`config.mk`:
```
export PLATFORM = sky130hd
export DESIGN_NAME = wb_arb2
export DESIGN_NICKNAME = d
export VERILOG_FILES = /design/src/rtl/wb_arb2.sv
export SDC_FILE = /design/constraint.sdc
export NUM_CORES = 1
export LEC_CHECK = 0
export CAP_MARGIN = 20
export CORE_MARGIN = 1
export CORE_UTILIZATION = 35
export DETAILED_ROUTE_END_ITERATION = 7
export GPL_TIMING_DRIVEN = 0
export HOLD_SLACK_MARGIN = 0.12
export PLACE_DENSITY = 0.7
export SKIP_CTS_REPAIR_TIMING = 1
export SLEW_MARGIN = 40
export SYNTH_ARGS = -nofsm -noshare
export SYNTH_HDL_FRONTEND = slang
export SYNTH_SLANG_ARGS = --single-unit
```
`constraint.sdc`:
```
create_clock -name clk -period 3.04 [get_ports clk]
set_clock_uncertainty 0.2 [all_clocks]
set_input_delay 0.608 -clock clk [delete_from_list [all_inputs] [get_ports clk]]
set_output_delay 0.608 -clock clk [all_outputs]
set_load 0.05 [all_outputs]
```
`src/rtl/wb_arb2.sv`:
```
// Two-master round-robin arbiter for the 8-bit Wishbone-style slave bus.
// Grant is one cycle after the request; DONE holds s_stb low so the slave never sees a back-to-back strobe.
module wb_arb2 #(
  parameter int unsigned TIMEOUT = 16
) (
  input  logic       clk,
  input  logic       rst,

  input  logic       m0_stb,
  input  logic       m0_we,
  input  logic [7:0] m0_addr,
  input  logic [7:0] m0_wdata,
  output logic [7:0] m0_rdata,
  output logic       m0_ack,
  output logic       m0_err,

  input  logic       m1_stb,
  input  logic       m1_we,
  input  logic [7:0] m1_addr,
  input  logic [7:0] m1_wdata,
  output logic [7:0] m1_rdata,
  output logic       m1_ack,
  output logic       m1_err,

  output logic       s_stb,
  output logic       s_we,
  output logic [7:0] s_addr,
  output logic [7:0] s_wdata,
  input  logic [7:0] s_rdata,
  input  logic       s_ack,

  output logic [1:0] gnt
);

  localparam logic [1:0] ST_IDLE  = 2'd0;
  localparam logic [1:0] ST_GRANT = 2'd1;
  localparam logic [1:0] ST_DONE  = 2'd2;

  localparam logic [7:0] CNT_LAST = 8'(TIMEOUT - 1);

  logic [1:0] state_q, state_d;
  logic [7:0] cnt_q, cnt_d;
  logic       last_q, last_d;      // 1 = m1 won the most recent arbitration
  logic [1:0] gnt_q, gnt_d;

  logic       s_stb_q, s_stb_d;
  logic       s_we_q, s_we_d;
  logic [7:0] s_addr_q, s_addr_d;
  logic [7:0] s_wdata_q, s_wdata_d;

  logic [7:0] m0_rdata_q, m0_rdata_d;
  logic [7:0] m1_rdata_q, m1_rdata_d;
  logic       m0_ack_q, m0_ack_d;
  logic       m1_ack_q, m1_ack_d;
  logic       m0_err_q, m0_err_d;
  logic       m1_err_q, m1_err_d;

  logic       any_req;
  logic       win;                 // 1 = m1 wins this arbitration

  always_comb begin
    any_req = m0_stb | m1_stb;
    // On a tie the master that did not win last time goes next.
    if (m0_stb && m1_stb) begin
      win = ~last_q;
    end else begin
      win = m1_stb;
    end
  end

  always_comb begin
    state_d    = state_q;
    cnt_d      = cnt_q;
    last_d     = last_q;
    gnt_d      = gnt_q;
    s_stb_d    = s_stb_q;
    s_we_d     = s_we_q;
    s_addr_d   = s_addr_q;
    s_wdata_d  = s_wdata_q;
    m0_rdata_d = m0_rdata_q;
    m1_rdata_d = m1_rdata_q;
    m0_ack_d   = 1'b0;
    m1_ack_d   = 1'b0;
    m0_err_d   = 1'b0;
    m1_err_d   = 1'b0;

    case (state_q)
      ST_IDLE: begin
        if (any_req) begin
          s_stb_d   = 1'b1;
          s_we_d    = win ? m1_we    : m0_we;
          s_addr_d  = win ? m1_addr  : m0_addr;
          s_wdata_d = win ? m1_wdata : m0_wdata;
          gnt_d     = win ? 2'b10    : 2'b01;
          last_d    = win;
          cnt_d     = 8'd0;
          state_d   = ST_GRANT;
        end
      end

      ST_GRANT: begin
        cnt_d = cnt_q + 8'd1;
        // A slave ack in the same cycle as the timeout wins.
        if (s_ack) begin
          s_stb_d = 1'b0;
          state_d = ST_DONE;
          if (gnt_q[1]) begin
            m1_ack_d = 1'b1;
            if (!s_we_q) m1_rdata_d = s_rdata;
          end else begin
            m0_ack_d = 1'b1;
            if (!s_we_q) m0_rdata_d = s_rdata;
          end
        end else if (cnt_q == CNT_LAST) begin
          s_stb_d = 1'b0;
          state_d = ST_DONE;
          if (gnt_q[1]) m1_err_d = 1'b1;
          else          m0_err_d = 1'b1;
        end
      end

      ST_DONE: begin
        gnt_d   = 2'b00;
        state_d = ST_IDLE;
      end

      default: begin
        s_stb_d = 1'b0;
        gnt_d   = 2'b00;
        state_d = ST_IDLE;
      end
    endcase
  end

  always_ff @(posedge clk) begin
    if (rst) begin
      state_q    <= ST_IDLE;
      cnt_q      <= 8'd0;
      last_q     <= 1'b1;
      gnt_q      <= 2'b00;
      s_stb_q    <= 1'b0;
      s_we_q     <= 1'b0;
      s_addr_q   <= 8'd0;
      s_wdata_q  <= 8'd0;
      m0_rdata_q <= 8'd0;
      m1_rdata_q <= 8'd0;
      m0_ack_q   <= 1'b0;
      m1_ack_q   <= 1'b0;
      m0_err_q   <= 1'b0;
      m1_err_q   <= 1'b0;
    end else begin
      state_q    <= state_d;
      cnt_q      <= cnt_d;
      last_q     <= last_d;
      gnt_q      <= gnt_d;
      s_stb_q    <= s_stb_d;
      s_we_q     <= s_we_d;
      s_addr_q   <= s_addr_d;
      s_wdata_q  <= s_wdata_d;
      m0_rdata_q <= m0_rdata_d;
      m1_rdata_q <= m1_rdata_d;
      m0_ack_q   <= m0_ack_d;
      m1_ack_q   <= m1_ack_d;
      m0_err_q   <= m0_err_d;
      m1_err_q   <= m1_err_d;
    end
  end

  assign s_stb    = s_stb_q;
  assign s_we     = s_we_q;
  assign s_addr   = s_addr_q;
  assign s_wdata  = s_wdata_q;
  assign gnt      = gnt_q;
  assign m0_rdata = m0_rdata_q;
  assign m1_rdata = m1_rdata_q;
  assign m0_ack   = m0_ack_q;
  assign m1_ack   = m1_ack_q;
  assign m0_err   = m0_err_q;
  assign m1_err   = m1_err_q;

endmodule

```
==> metrics.md, run 1 <==
| Metric | Value |
|---|---|
| Netlist Area Pre-Place | 0.00221 sq mm |
| Comb power frac | 0.282 |
| Endpoints failing hold | 0 |
| Synth Area in Adders | 0.00567 |
| Compound-Gate Fraction of Synth Area | 0.255 |
| Routed WL | 5550 microns |
| Fin worst setup slack | 0.692 ns |
| Wirelength per Cell | 13.7 microns |
| Initial drt markers | 124 |
| Vias in the first global route | 1958 |
| Final min period | 2.35 ns |
| Hold Path Class | reg2reg |
| # IOs | between 80 and 90 |
| Non-filler instance count after layout | 405 |
| Gr ovfl total | 0 |
| RSZ-0062 raised after global routing | false |
| First-pass GRT wire length | between 9000 and 10000 microns |
| Final setup viols | 0 |
| PD cells | between 400 and 500 mW/mm^2 |
| Final Slew Violations | 0 |
| Reg2reg setup slack | 1.31 ns |
| Relative slew slack | 0.648 |
| Core Region | 0.00599 sq mm |
| Post-DP HPWL | 4140 microns |
| Post-synth top flop | dfxtp_1 |
| Input/output buffers | 85 |
| Critical Path AT | 1.54 ns |
| Storage cell area | ~0.001 sq mm |
| Die X | 81.4 microns |
| Initial Util | 0.368 |
| Fill cells | 538 |
| Crit-path leading delay family | buffers and inverters |
| Warnings from Yosys | 0 |
| Final Cycle Share | 0.772 |
| Antenna violations before repair | 0 |
| Post-synthesis sequential area ratio | 0.463 |
| RePlAce Congestion | 0.793 |
| DRT antenna net count | 0 |
| Number of synthesized flops with an enable pin | 0 |
| FF+latch count, synth | 51 |
| Area grow syn2layout | 46.9% |
| WS Path Type | reg2out |
| Avg Cell Area, Syn | 9.31 sq um |
| Ant diodes | 0 |
| Hold EP | m1_rdata[7]$_SDFFE_PP0P_ |
| Fraction of synthesized area in multiplexers | 0.0919 |
| Status | complete, no violations |
| Worst hold start | m1_rdata[7]$_SDFFE_PP0P_ |
| DP Worst Slack | 0.625 ns |
| XOR/XNOR share of the synthesized area | 0 |
| Largest family of logic cells by synthesized area | compound AO/OA/AOI/OAI gates |
| F_max | around 0.43 GHz |
| H-tree levels | 2 |
| CP Capture Type | output pin |
| CTS max path bufs | 2 |
| Slowest-stage cell, CP | clkdlybuf4s50_1 |
| Internal Power | 1.05 mW |
| Inserted Clock Buffers | 5 |
| Die Y | 81.4 microns |
| Via density per instance | 5.20 |
| Clock Pin Slew Worst Setup and Hold Paths | around 0.090 ns |
| Worst vdd ir | around 290 uV |
| CP Launch Type | flop |
| Design area | 0.00324 sq mm |
| Max FO, Critical Path | 4 |
| Cells after synthesis | 237 |
| Post-route DRC | 0 |
| Dpl cell area | 0.00315 sq mm |
| CP peak stage delay | 0.84 ns |
| Hold path cells | 2 |
| Rows | 28 |
| Fraction of layout cells with a size suffix above 1 | 0.0788 |
| Power share of the clock group | 0.246 |
| Pwr Total | roughly 1.6 mW |
| Worst R2R End | s_wdata[7]$_SDFFE_PP0P_ |
| Total number of vias | 2107 |
| Sw Ratio | 0.326 |
| Dpl cells | 397 |
| CTS tree | built |
| CP cell instances | clkdlybuf4s50_1 |
| 1st-pass router iterations | 4 |
| Worst-skew pair later-pin latency | approximately 0.30 ns |
| TNS Setup | 0 ns |
| P_sw | slightly above 0.5 mW |
| Synth Area in Simple Gates | 0.127 |
| Clock root buffer | clkbuf_8 |
| Mapped Nets | 285 |
| Clock sinks | just over 50 |
| Multi-input gate area | 0.00106 sq mm |
| R2r startpoint | state_q[0]$_SDFFE_PP0P_ |
| Static Leakage | 1.17 nW |
| Max-Cap Viols | 0 |
| Pin count of the biggest net entering global routing | 17 |
| Full die area | approximately 0.0066 sq mm |
| CP Data Required Time | 2.23 ns |
| Synth cell types | slightly above 40 |
| Buffers & Inverters on Critical Path | 1 |
| Slew @ Worst Pin | between 0.5 and 0.6 ns |
| Post-synth ARST share | 0 |
| Final #Nets | 377 |
| All-layer global routing usage | 0.182 |
| Flop pwr share | 0.472 |
| Worst Reg-to-Reg Cells | 4 |
## cells in the final DEF (no fill, tap or decap), types with 5 or more instances in the layout
cell type        Yosys  final
nand3_1             19     19
mux2i_1             18     18
nor2_1               6      6
a21oi_1             38     38
a211oi_1            21     21
clkbuf_8             1      6
o21ai_0             18     18
clkbuf_1            10     10
dfxtp_1             51     51
clkdlybuf4s50_1      0     85
and3_1               5      5
## area by class of cell
class,instances,area share
inverter,3,0.00348
sequential,51,0.315
clock inverter,3,0.00618
clock buffer,5,0.0212
multi-input combinational,162,0.326
tap,75,0.0290
buffer,21,0.0359
timing repair buffer,85,0.263
## synth_stat cells, drive strengths merged, types with 2 or more instances
master,count,area [sq um]
nand4,2,12.5
o21a,2,15.0
a311oi,2,17.5
mux2,2,22.5
nand2b,2,12.5
clkbuf,11,51.3
buf,10,65.1
a21oi,38,190
inv,2,7.51
nand3,19,95.1
o211a,2,20.0
nor2,7,28.8
nor3,4,20.0
dfxtp,51,1020
a211oi,21,158
nand2,4,15.0
mux2i,18,180
and3,5,31.3
o21ai,18,90.1
## per-stage QoR
step           utilization  hold WS [ns]
6_report             0.541         0.281
5_1_grt              0.541         0.317
4_1_cts              0.541         0.285
3_5_place_dp         0.526         0.272
3_3_place_gp         0.526         0.263
2_1_floorplan            -         0.259
## cells by family after synthesis
kind of cell,count (synthesis)
compound gates,91
fa+ha+maj,1
buf+inv,24
flops,51
mux,20
simple gates,50
## routing by layer
metal,track usage,share of wire
met3,0.0708,0.094
met4,0.0429,0.0078
met2,0.273,0.44
met1,0.242,0.46
met5,0,0
## how the worst max path moves through the flow
stage / startpoint / to / slack (ns) / cells after the start
6_report: s_we$_SDFFE_PP0P_ / s_we / 0.69 / 1
5_1_grt: s_we$_SDFFE_PP0P_ / s_we / 0.63 / 1
4_1_cts: s_we$_SDFFE_PP0P_ / s_we / 0.68 / 1
3_5_place_dp: m0_stb / s_wdata[7]$_SDFFE_PP0P_ / 0.63 / 5
3_3_place_gp: m0_stb / s_addr[5]$_SDFFE_PP0P_ / 0.66 / 5
2_1_floorplan: s_ack / m1_rdata[6]$_SDFFE_PP0P_ / 1.36 / 6
## power by group through the flow
stage | Combinational [mW] | Sequential (mW) | Clock [mW]
2_1_floorplan | 0.147 | 0.874 | 0
3_3_place_gp | 0.438 | 0.751 | 0
3_5_place_dp | 0.441 | 0.751 | 0
4_1_cts | 0.442 | 0.737 | 0.400
5_1_grt | 0.473 | 0.744 | 0.427
6_report | 0.440 | 0.737 | 0.385
## worst register-to-register path, cell delays in order (launching register included)
cell and delay (ns):
dfxtp_1 0.39, o21bai_1 0.26, nor2_2 0.40, clkbuf_8 0.27, a211oi_1 0.08
## flip-flops by register name, indices dropped and copies added (netlist names)
name	count
s_stb	1
m0_rdata	8
m1_rdata	8
cnt_q	8
m0_ack	1
state_q	2
m1_ack	1
s_wdata	8
m1_err	1
s_addr	8
gnt	2
s_we	1
last_q	1
m0_err	1
Power figures use the tool's default switching activity.
==> inputs of run 2 (changes only) <==
==> constraint.sdc (replaced) <==
create_clock -name clk -period 2.3 [get_ports clk]
set_clock_uncertainty 0.2 [all_clocks]
set_input_delay 0.46 -clock clk [delete_from_list [all_inputs] [get_ports clk]]
set_output_delay 0.46 -clock clk [all_outputs]
set_load 0.05 [all_outputs]
==> results of run 2 <==
Same layout as run 1 (identical final DEF). Status: complete, no violations.
Main changes from that run: setup slack after placement 0.625 ns -> 0.0331 ns; setup slack after layout 0.692 ns -> 0.100 ns; hold slack 0.281 ns -> 0.247 ns; register-to-register setup slack 1.31 ns -> 0.57 ns; end point of the worst hold path m1_rdata[7]$_SDFFE_PP0P_ -> m0_err$_SDFF_PP0_; total power 1.56 mW -> 2.06 mW; worst IR drop on VDD 286 uV -> 378 uV
==> inputs of run 3 (changes only) <==
--- a/config.mk
+++ b/config.mk
@@ -8,6 +8,7 @@
 export CAP_MARGIN = 20
 export CORE_MARGIN = 1
 export CORE_UTILIZATION = 35
+export CTS_CLUSTER_SIZE = 10
 export DETAILED_ROUTE_END_ITERATION = 7
 export GPL_TIMING_DRIVEN = 0
 export HOLD_SLACK_MARGIN = 0.12
==> results of run 3 <==
Same layout as run 1 (identical final DEF). Status: complete, no violations.
Main changes from that run: setup slack after placement 0.625 ns -> 0.0331 ns; setup slack after layout 0.692 ns -> 0.100 ns; hold slack 0.281 ns -> 0.247 ns; register-to-register setup slack 1.31 ns -> 0.57 ns; end point of the worst hold path m1_rdata[7]$_SDFFE_PP0P_ -> m0_err$_SDFF_PP0_; total power 1.56 mW -> 2.06 mW; worst IR drop on VDD 286 uV -> 378 uV
